==> config.mk <==
export PLATFORM = sky130hd
export DESIGN_NAME = mux_sel_arbiter_16_flat
export DESIGN_NICKNAME = d
export VERILOG_FILES = /design/src/rtl/mux_sel_arbiter_16_if.sv /design/src/rtl/mux_sel_arbiter_16.sv /design/src/flat_wrapper.sv
export SDC_FILE = /design/constraint.sdc
export NUM_CORES = 1
export LEC_CHECK = 0
export ABC_AREA = 1
export CORE_MARGIN = 3
export CORE_UTILIZATION = 58
export DETAILED_ROUTE_END_ITERATION = 16
export HOLD_SLACK_MARGIN = 0.05
export PLACE_DENSITY = 0.95
export SLEW_MARGIN = 25
export SYNTH_ARGS = -nofsm -noshare
export SYNTH_HDL_FRONTEND = slang
export SYNTH_SLANG_ARGS = --single-unit
==> constraint.sdc <==
create_clock -name clk -period 6.75 [get_ports clk]
set_input_delay 1.0125 -clock clk [delete_from_list [all_inputs] [get_ports clk]]
set_output_delay 1.0125 -clock clk [all_outputs]
set_load 0.02 [all_outputs]
==> src/rtl/mux_sel_arbiter_16_if.sv <==
// Bundle of request, handshake and select signals between the 16-source
// round-robin arbiter (master side) and its sources and consumer (slave side).
interface mux_sel_arbiter_16_if #(
  parameter int N_SRC = 16,
  parameter int SEL_W = 4
);
  logic [N_SRC-1:0] req;
  logic [N_SRC-1:0] last;
  logic             out_ready;
  logic [SEL_W-1:0] sel;
  logic             out_valid;
  logic [N_SRC-1:0] gnt;
  logic             busy;

  // Arbiter side: consumes requests and drives the select and handshake.
  modport master (
    input  req,
    input  last,
    input  out_ready,
    output sel,
    output out_valid,
    output gnt,
    output busy
  );

  // Environment side: sources and consumer drive requests and ready.
  modport slave (
    output req,
    output last,
    output out_ready,
    input  sel,
    input  out_valid,
    input  gnt,
    input  busy
  );
endinterface

==> src/rtl/mux_sel_arbiter_16.sv <==
// Round-robin arbiter producing the registered select of a 32-bit 16:1 mux.
// A granted source keeps the select for its whole burst; the burst ends on an
// accepted beat flagged last, or when the source stops requesting for too
// long. Every burst is followed by one idle bubble cycle.
module mux_sel_arbiter_16 #(
  parameter int N_SRC   = 16,
  parameter int SEL_W   = 4,
  parameter int TIMEOUT = 8,
  parameter int TO_W    = 4
) (
  input  logic                  clk,
  input  logic                  rst_n,
  mux_sel_arbiter_16_if.master  bus
);

  localparam logic [0:0] ST_IDLE  = 1'b0;
  localparam logic [0:0] ST_GRANT = 1'b1;

  localparam logic [TO_W-1:0] TO_LAST = TO_W'(TIMEOUT - 1);

  logic [0:0]       state_q, state_d;
  logic [SEL_W-1:0] sel_q, sel_d;
  logic [SEL_W-1:0] ptr_q, ptr_d;
  logic [TO_W-1:0]  to_cnt_q, to_cnt_d;

  logic [SEL_W-1:0] winner;
  logic [SEL_W-1:0] probe;
  logic             found;
  logic             busy;
  logic             src_req;
  logic             out_valid;
  logic             accept;

  assign busy      = (state_q == ST_GRANT);
  assign src_req   = bus.req[sel_q];
  assign out_valid = busy & src_req;
  assign accept    = out_valid & bus.out_ready;

  assign bus.sel       = sel_q;
  assign bus.busy      = busy;
  assign bus.out_valid = out_valid;
  assign bus.gnt       = accept ? ({{(N_SRC-1){1'b0}}, 1'b1} << sel_q) : '0;

  // Search requests starting at ptr and wrapping; the first set bit wins.
  always_comb begin
    winner = ptr_q;
    probe  = ptr_q;
    found  = 1'b0;
    for (int k = 0; k < N_SRC; k++) begin
      probe = ptr_q + SEL_W'(k);
      if (!found && bus.req[probe]) begin
        winner = probe;
        found  = 1'b1;
      end
    end
  end

  // Grant/hold/release decisions; select only moves when leaving IDLE.
  always_comb begin
    state_d  = state_q;
    sel_d    = sel_q;
    ptr_d    = ptr_q;
    to_cnt_d = to_cnt_q;
    case (state_q)
      ST_IDLE: begin
        if (|bus.req) begin
          sel_d    = winner;
          to_cnt_d = '0;
          state_d  = ST_GRANT;
        end
      end
      ST_GRANT: begin
        if (accept) begin
          to_cnt_d = '0;
          if (bus.last[sel_q]) begin
            ptr_d   = sel_q + SEL_W'(1);
            state_d = ST_IDLE;
          end
        end else if (!src_req) begin
          if ((TIMEOUT != 0) && (to_cnt_q == TO_LAST)) begin
            ptr_d   = sel_q + SEL_W'(1);
            state_d = ST_IDLE;
          end else begin
            to_cnt_d = to_cnt_q + TO_W'(1);
          end
        end
      end
      default: state_d = ST_IDLE;
    endcase
  end

  // State registers; reset clears everything at once, even mid-burst.
  always_ff @(posedge clk or negedge rst_n) begin
    if (!rst_n) begin
      state_q  <= ST_IDLE;
      sel_q    <= '0;
      ptr_q    <= '0;
      to_cnt_q <= '0;
    end else begin
      state_q  <= state_d;
      sel_q    <= sel_d;
      ptr_q    <= ptr_d;
      to_cnt_q <= to_cnt_d;
    end
  end

endmodule

==> src/flat_wrapper.sv <==
// flat-port wrapper written by rule: the top's interface ports become plain ports
module mux_sel_arbiter_16_flat 
#(
  parameter int N_SRC   = 16,
  parameter int SEL_W   = 4,
  parameter int TIMEOUT = 8,
  parameter int TO_W    = 4
)
  (clk, rst_n, bus_req, bus_last, bus_out_ready, bus_sel, bus_out_valid, bus_gnt, bus_busy);
  mux_sel_arbiter_16_if #(.N_SRC(N_SRC), .SEL_W(SEL_W)) bus_i ();
  input  logic clk;
  input  logic rst_n;
  input wire logic [$bits(bus_i.req)-1:0] bus_req;
  input wire logic [$bits(bus_i.last)-1:0] bus_last;
  input wire logic [$bits(bus_i.out_ready)-1:0] bus_out_ready;
  output wire logic [$bits(bus_i.sel)-1:0] bus_sel;
  output wire logic [$bits(bus_i.out_valid)-1:0] bus_out_valid;
  output wire logic [$bits(bus_i.gnt)-1:0] bus_gnt;
  output wire logic [$bits(bus_i.busy)-1:0] bus_busy;
  assign bus_i.req = bus_req;
  assign bus_i.last = bus_last;
  assign bus_i.out_ready = bus_out_ready;
  assign bus_sel = bus_i.sel;
  assign bus_out_valid = bus_i.out_valid;
  assign bus_gnt = bus_i.gnt;
  assign bus_busy = bus_i.busy;
  mux_sel_arbiter_16 #(.N_SRC(N_SRC), .SEL_W(SEL_W), .TIMEOUT(TIMEOUT), .TO_W(TO_W)) u_core (.clk(clk), .rst_n(rst_n), .bus(bus_i));
endmodule
# == Word level (Yosys, flattened, before mapping) ==
# Cells that the tools add are included.
# W data, S select, Z words.
# classes
add_sub_neg,17
order_cmp,17
n_eq_ne,6
shift,1
n_mux,82
n_bitwise,3
n_reduce_logical,35
# op_table
op,count
$mux W4,23
$lt A4 B5 Y1 const B,17
$bmux W1 S4,18
$mux W1,38
$add A4 B4 Y4 const B,8
$add A4 B3 Y4 const B,4
$mux W16,1
$reduce_or A16 Y1,1
$shl A1 B4 Y16 const A,1
$logic_and A1 B1 Y1,15
$logic_not A1 Y1,15
$add A4 B1 Y4 const B,3
$add A4 B2 Y4 const B,2
$pmux W4 S2,1
$ne A3 B3 Y1 const B,2
$eq A4 B3 Y1 const B,1
$ne A2 B2 Y1 const B,2
$reduce_and A4 Y1,1
$reduce_and A3 Y1,1
$and A1 B1 Y1,2
$ne A2 B1 Y1 const B,1
$pmux W1 S2,1
$reduce_and A2 Y1,1
$reduce_bool A2 Y1,1
$not A1 Y1,1
# totals
regBits,13
in_bits,35
out_inout_bits,22
word_cells,165

# == Logic depth before layout (Yosys ltp) ==
# depth
depth_word,48
depth_mapped,30
mapped_depth_nobuf,28

# == Worst setup path after synthesis ==
# OpenSTA, ideal clock, no wires.
# synth_path
path_type,input to output
startpoint,in bus_req[9]
endpoint,out bus_gnt[10]
arrival_time_ns,2.569
t_required_ns,5.738
slack_ns,3.168
stages,12
path_buffers,0
path_cell_list,inv_1 a21oi_1 o21ai_0 nand3_1 o311ai_0 nand2_1 inv_1 nor2_1 nand2_1 inv_1 nand2_1 nor2_1
# synth_between
elab_chain_len,5
# synth_lines
item,line_no,source
"start, declared",flat_wrapper.sv:13,input wire logic [$bits(bus_i.req)-1:0] bus_req;
$bmux W1 S4,mux_sel_arbiter_16.sv:35,assign src_req = bus.req[sel_q];
$mux W1 (implied by the code),mux_sel_arbiter_16.sv:35,
$and A1 B1 Y1,mux_sel_arbiter_16.sv:36,assign out_valid = busy & src_req;
via bus_out_valid,flat_wrapper.sv:17,output wire logic [$bits(bus_i.out_valid)-1:0] bus_out_valid;
$and A1 B1 Y1,mux_sel_arbiter_16.sv:37,assign accept = out_valid & bus.out_ready;
$mux W16,mux_sel_arbiter_16.sv:42,"assign bus.gnt = accept ? ({{(N_SRC-1){1'b0}}, 1'b1} << sel_q) : '0;"
"end, declared",flat_wrapper.sv:18,output wire logic [$bits(bus_i.gnt)-1:0] bus_gnt;
# The timed path passes the listed nets, and every way through them passes these cells. The select of a mux whose other input is x is not followed.

# == Worst setup path after layout ==
# layout_path
startpoint,"reg u_core.sel_q[0], in the netlist u_core.bus.sel[0]"
endpoint,out bus_gnt[12]
# layout_between
elab_chain_len,5
word_cells_on_any_way,6
classes_between,shift: 1; mux: 3; bitwise: 2
# layout_lines
item,line_no,source
"start, declared",mux_sel_arbiter_16.sv:22,"logic [SEL_W-1:0] sel_q, sel_d;"
"start signal, assigned",mux_sel_arbiter_16.sv:101,sel_q <= sel_d;
$bmux W1 S4,mux_sel_arbiter_16.sv:35,
$mux W1 (implied by the code),mux_sel_arbiter_16.sv:35,
$and A1 B1 Y1,mux_sel_arbiter_16.sv:36,
$and A1 B1 Y1,mux_sel_arbiter_16.sv:37,
$mux W16 (*),mux_sel_arbiter_16.sv:42,
# Mark *: on every way between the ends. The rest lies on a longest branch, timed or not. The select of a mux whose other input is x is not followed.

==> flow_summary_export.csv <==
group,metric,value,unit
placement,gp_congestion,0.922,
timing,setup_viol,0,
logic_synthesis,syn_avg_cell_area,5.32,µm²
grt,grt.total_usage,32.7,%
timing,post-route-period-util,69.6,%
timing,fmax,213,MHz
layout,final_cell_mix,"nand2_1 (157), nand3_1 (100), inv_1 (58), nor2_1 (58), clkdlybuf4s50_1 (56)",
run_status,status,"complete, no violations",
floorplanning,ios,57,
drt,drcViolationCount,0,
cts,clk_path_buf_depth,2,
logic_synthesis,async_flop_share,100,%
drt,first_pass_iters,5,
timing,min_period,4.70,ns
logic_synthesis,synthesis.area,2840,µm²
layout,antennaDiodeCount,0,
timing,relSlewSlack,45.8,%
logic_synthesis,synth-seq-area-share,11.5,%
cts,clk_pin_slew,0.06,ns
setup_path,path_max_fanout,24,
cts,holdBufCountCts,0,
logic_synthesis,synth-edff-count,0,
layout,area_growth,21.3,%
setup_path,crit_type,"register to output port",
logic_synthesis,synth.distinct_cells,36,
timing,rsz0062_at_grt,"no",
floorplanning,die_h,76.0,µm
layout,drive_above_1_share,5.52,%
setup_path,worstPathArrival,3.68,ns
cts,root_buffer,"clkbuf_8",
timing,tightest_slew,0.813,ns
cts,htree_levels,1,
floorplanning,start_util,62.6,%
logic_synthesis,ys_ff_latch,13,
timing,fin_setup_tns,0,ns
setup_path,cp-start-kind,"register",
placement,numPortBuffers,56,
drt,ant_nets,0,
grt,first_global_vias,3402,
cts,cts_tree,"done",
floorplanning,die_area,5770,µm²
timing,timing.final.hold_violations,0,
timing,maxSlewViolCount,0,
drt,via_per_inst,6.06,
logic_synthesis,syn_nets,583,
layout,final_common_cell,"nand2_1",
floorplanning,core-area,4530,µm²
drt,via_count,3911,
setup_path,end_kind,"output port",
grt,grt_start_max_net_pins,25,
setup_path,required,5.74,ns
cts,postCtsSetupBuffers,0,
logic_synthesis,synth_ff_type,"dfrtp_1",
run,drv_cap,0,
drt,drtIter0Drc,475,
setup_path,ff2ff_setup_slack,2.16,ns
logic_synthesis,yosys_warnings,0,
floorplanning,rows,24,
cts,clock_latency,0.24,ns
min_path,min_path_type,"register to register",
layout,final_nets,630,
grt,antenna_found_initial,0,
drt,wl_per_cell,15.2,µm
cts,cts_buffers,3,
logic_synthesis,postSynthCellCount,534,
floorplanning,die_w,76.0,µm
drt,drt-total-wl,9810,µm
placement,place_hpwl,7510,µm
cts,cts-resized-gates,0,
cts,clock-sinks,13,
grt,grt_pass1_wl,16000,µm
timing,skew,0.00183,ns
grt,overflow,0,
-- worst max-delay path, cell delays in order (launching register included) --
cell             delay, ns
dfrtp_1               0.82
inv_1                 0.45
a21oi_1               0.23
o21ai_0               0.10
nand3_1               0.09
o311ai_0              0.13
nand2_1               0.13
inv_1                 0.06
nor2_1                0.15
nand2_1               0.12
inv_1                 0.13
nand2_1               0.20
nor2_1                0.17
clkdlybuf4s50_1       0.63
-- routing by layer --
metal	vias up	share of wire (%)	global-route usage (%)
li1	1840	-	-
met1	1759	41	45.3
met2	276	45	52.0
met3	36	13	6.03
met4	0	2.3	8.88
met5	-	0	0
-- area by class of cell --
type	instances	area, µm²
clock buffer	3	41.3
clock inverter	1	5.00
fill	390	1090
inverter	68	255
multi-input combinational	439	2180
sequential	13	325
tap	65	81.3
timing repair buffer	56	561
-- logic make-up after synthesis --
kind of cell | after synthesis | synth area share (%)
buffers and inverters | 82 | 11.9
AOI/OAI and AO/OA | 69 | 13.4
DFF | 13 | 11.5
and+or+nand+nor | 349 | 54.6
xor gates and xnor gates | 7 | 2.42
adders and majority gates | 14 | 6.17
-- registers in the layout (all words and copies together) (netlist names) --
signal / count
u_core.bus.busy: 1
u_core.to_cnt_q: 4
u_core.ptr_q: 4
u_core.bus.sel: 4
-- synth_stat cells, types with 2 or more instances --
| cell | n | area [µm²] |
|---|---|---|
| o22ai_1 | 4 | 25.0 |
| o21ai_0 | 34 | 170 |
| inv_2 | 7 | 26.3 |
| dfrtp_1 | 13 | 325 |
| ha_1 | 14 | 175 |
| clkinv_1 | 3 | 11.3 |
| o211ai_1 | 6 | 45.0 |
| nor4_1 | 4 | 25.0 |
| nand2_2 | 9 | 56.3 |
| buf_2 | 4 | 20.0 |
| nand3_1 | 100 | 500 |
| nand3_2 | 2 | 20.0 |
| buf_6 | 2 | 22.5 |
| a21oi_1 | 17 | 85.1 |
| nor2_4 | 4 | 45.0 |
| nor2_2 | 2 | 12.5 |
| clkbuf_1 | 5 | 18.8 |
| xor2_1 | 6 | 52.6 |
| nor2_1 | 58 | 218 |
| o21ai_1 | 3 | 15.0 |
| nor3_1 | 4 | 20.0 |
| nand2_1 | 157 | 589 |
| nand4_1 | 4 | 25.0 |
| inv_1 | 58 | 218 |
| buf_4 | 3 | 22.5 |
-- metrics by stage --
step	area [µm²]	setup WS [ns]	hold WS [ns]	cells	util (%)
after floorplan	2840	3.17	0.533	534	-
after detailed placement	3400	2.17	0.586	641	74.9
final	3440	2.05	0.617	645	76.0
after global routing	3440	1.81	0.645	645	76.0
after CTS	3440	2.15	0.609	645	76.0
after global placement	3400	2.34	0.561	641	74.9
-- final timing paths --
check | from | endpoint | depth (start not counted)
worst max register to register | u_core.ptr_q[0]$_DFFE_PN0P_ | u_core.bus.sel[0]$_DFFE_PN0P_ | 24
worst min register to register | u_core.to_cnt_q[2]$_DFFE_PN0P_ | u_core.to_cnt_q[2]$_DFFE_PN0P_ | 2
worst max-delay path | u_core.bus.sel[0]$_DFFE_PN0P_ | bus_gnt[12] | 13
min in group asynchronous | rst_n | u_core.to_cnt_q[3]$_DFFE_PN0P_ | 1
max in group asynchronous | rst_n | u_core.ptr_q[2]$_DFFE_PN0P_ | 1
worst min-delay path | u_core.to_cnt_q[2]$_DFFE_PN0P_ | u_core.to_cnt_q[2]$_DFFE_PN0P_ | 2
Power is left out: the tool's default activity adds up to more than one toggle a clock period on the data nets, which glitch-free logic cannot reach.
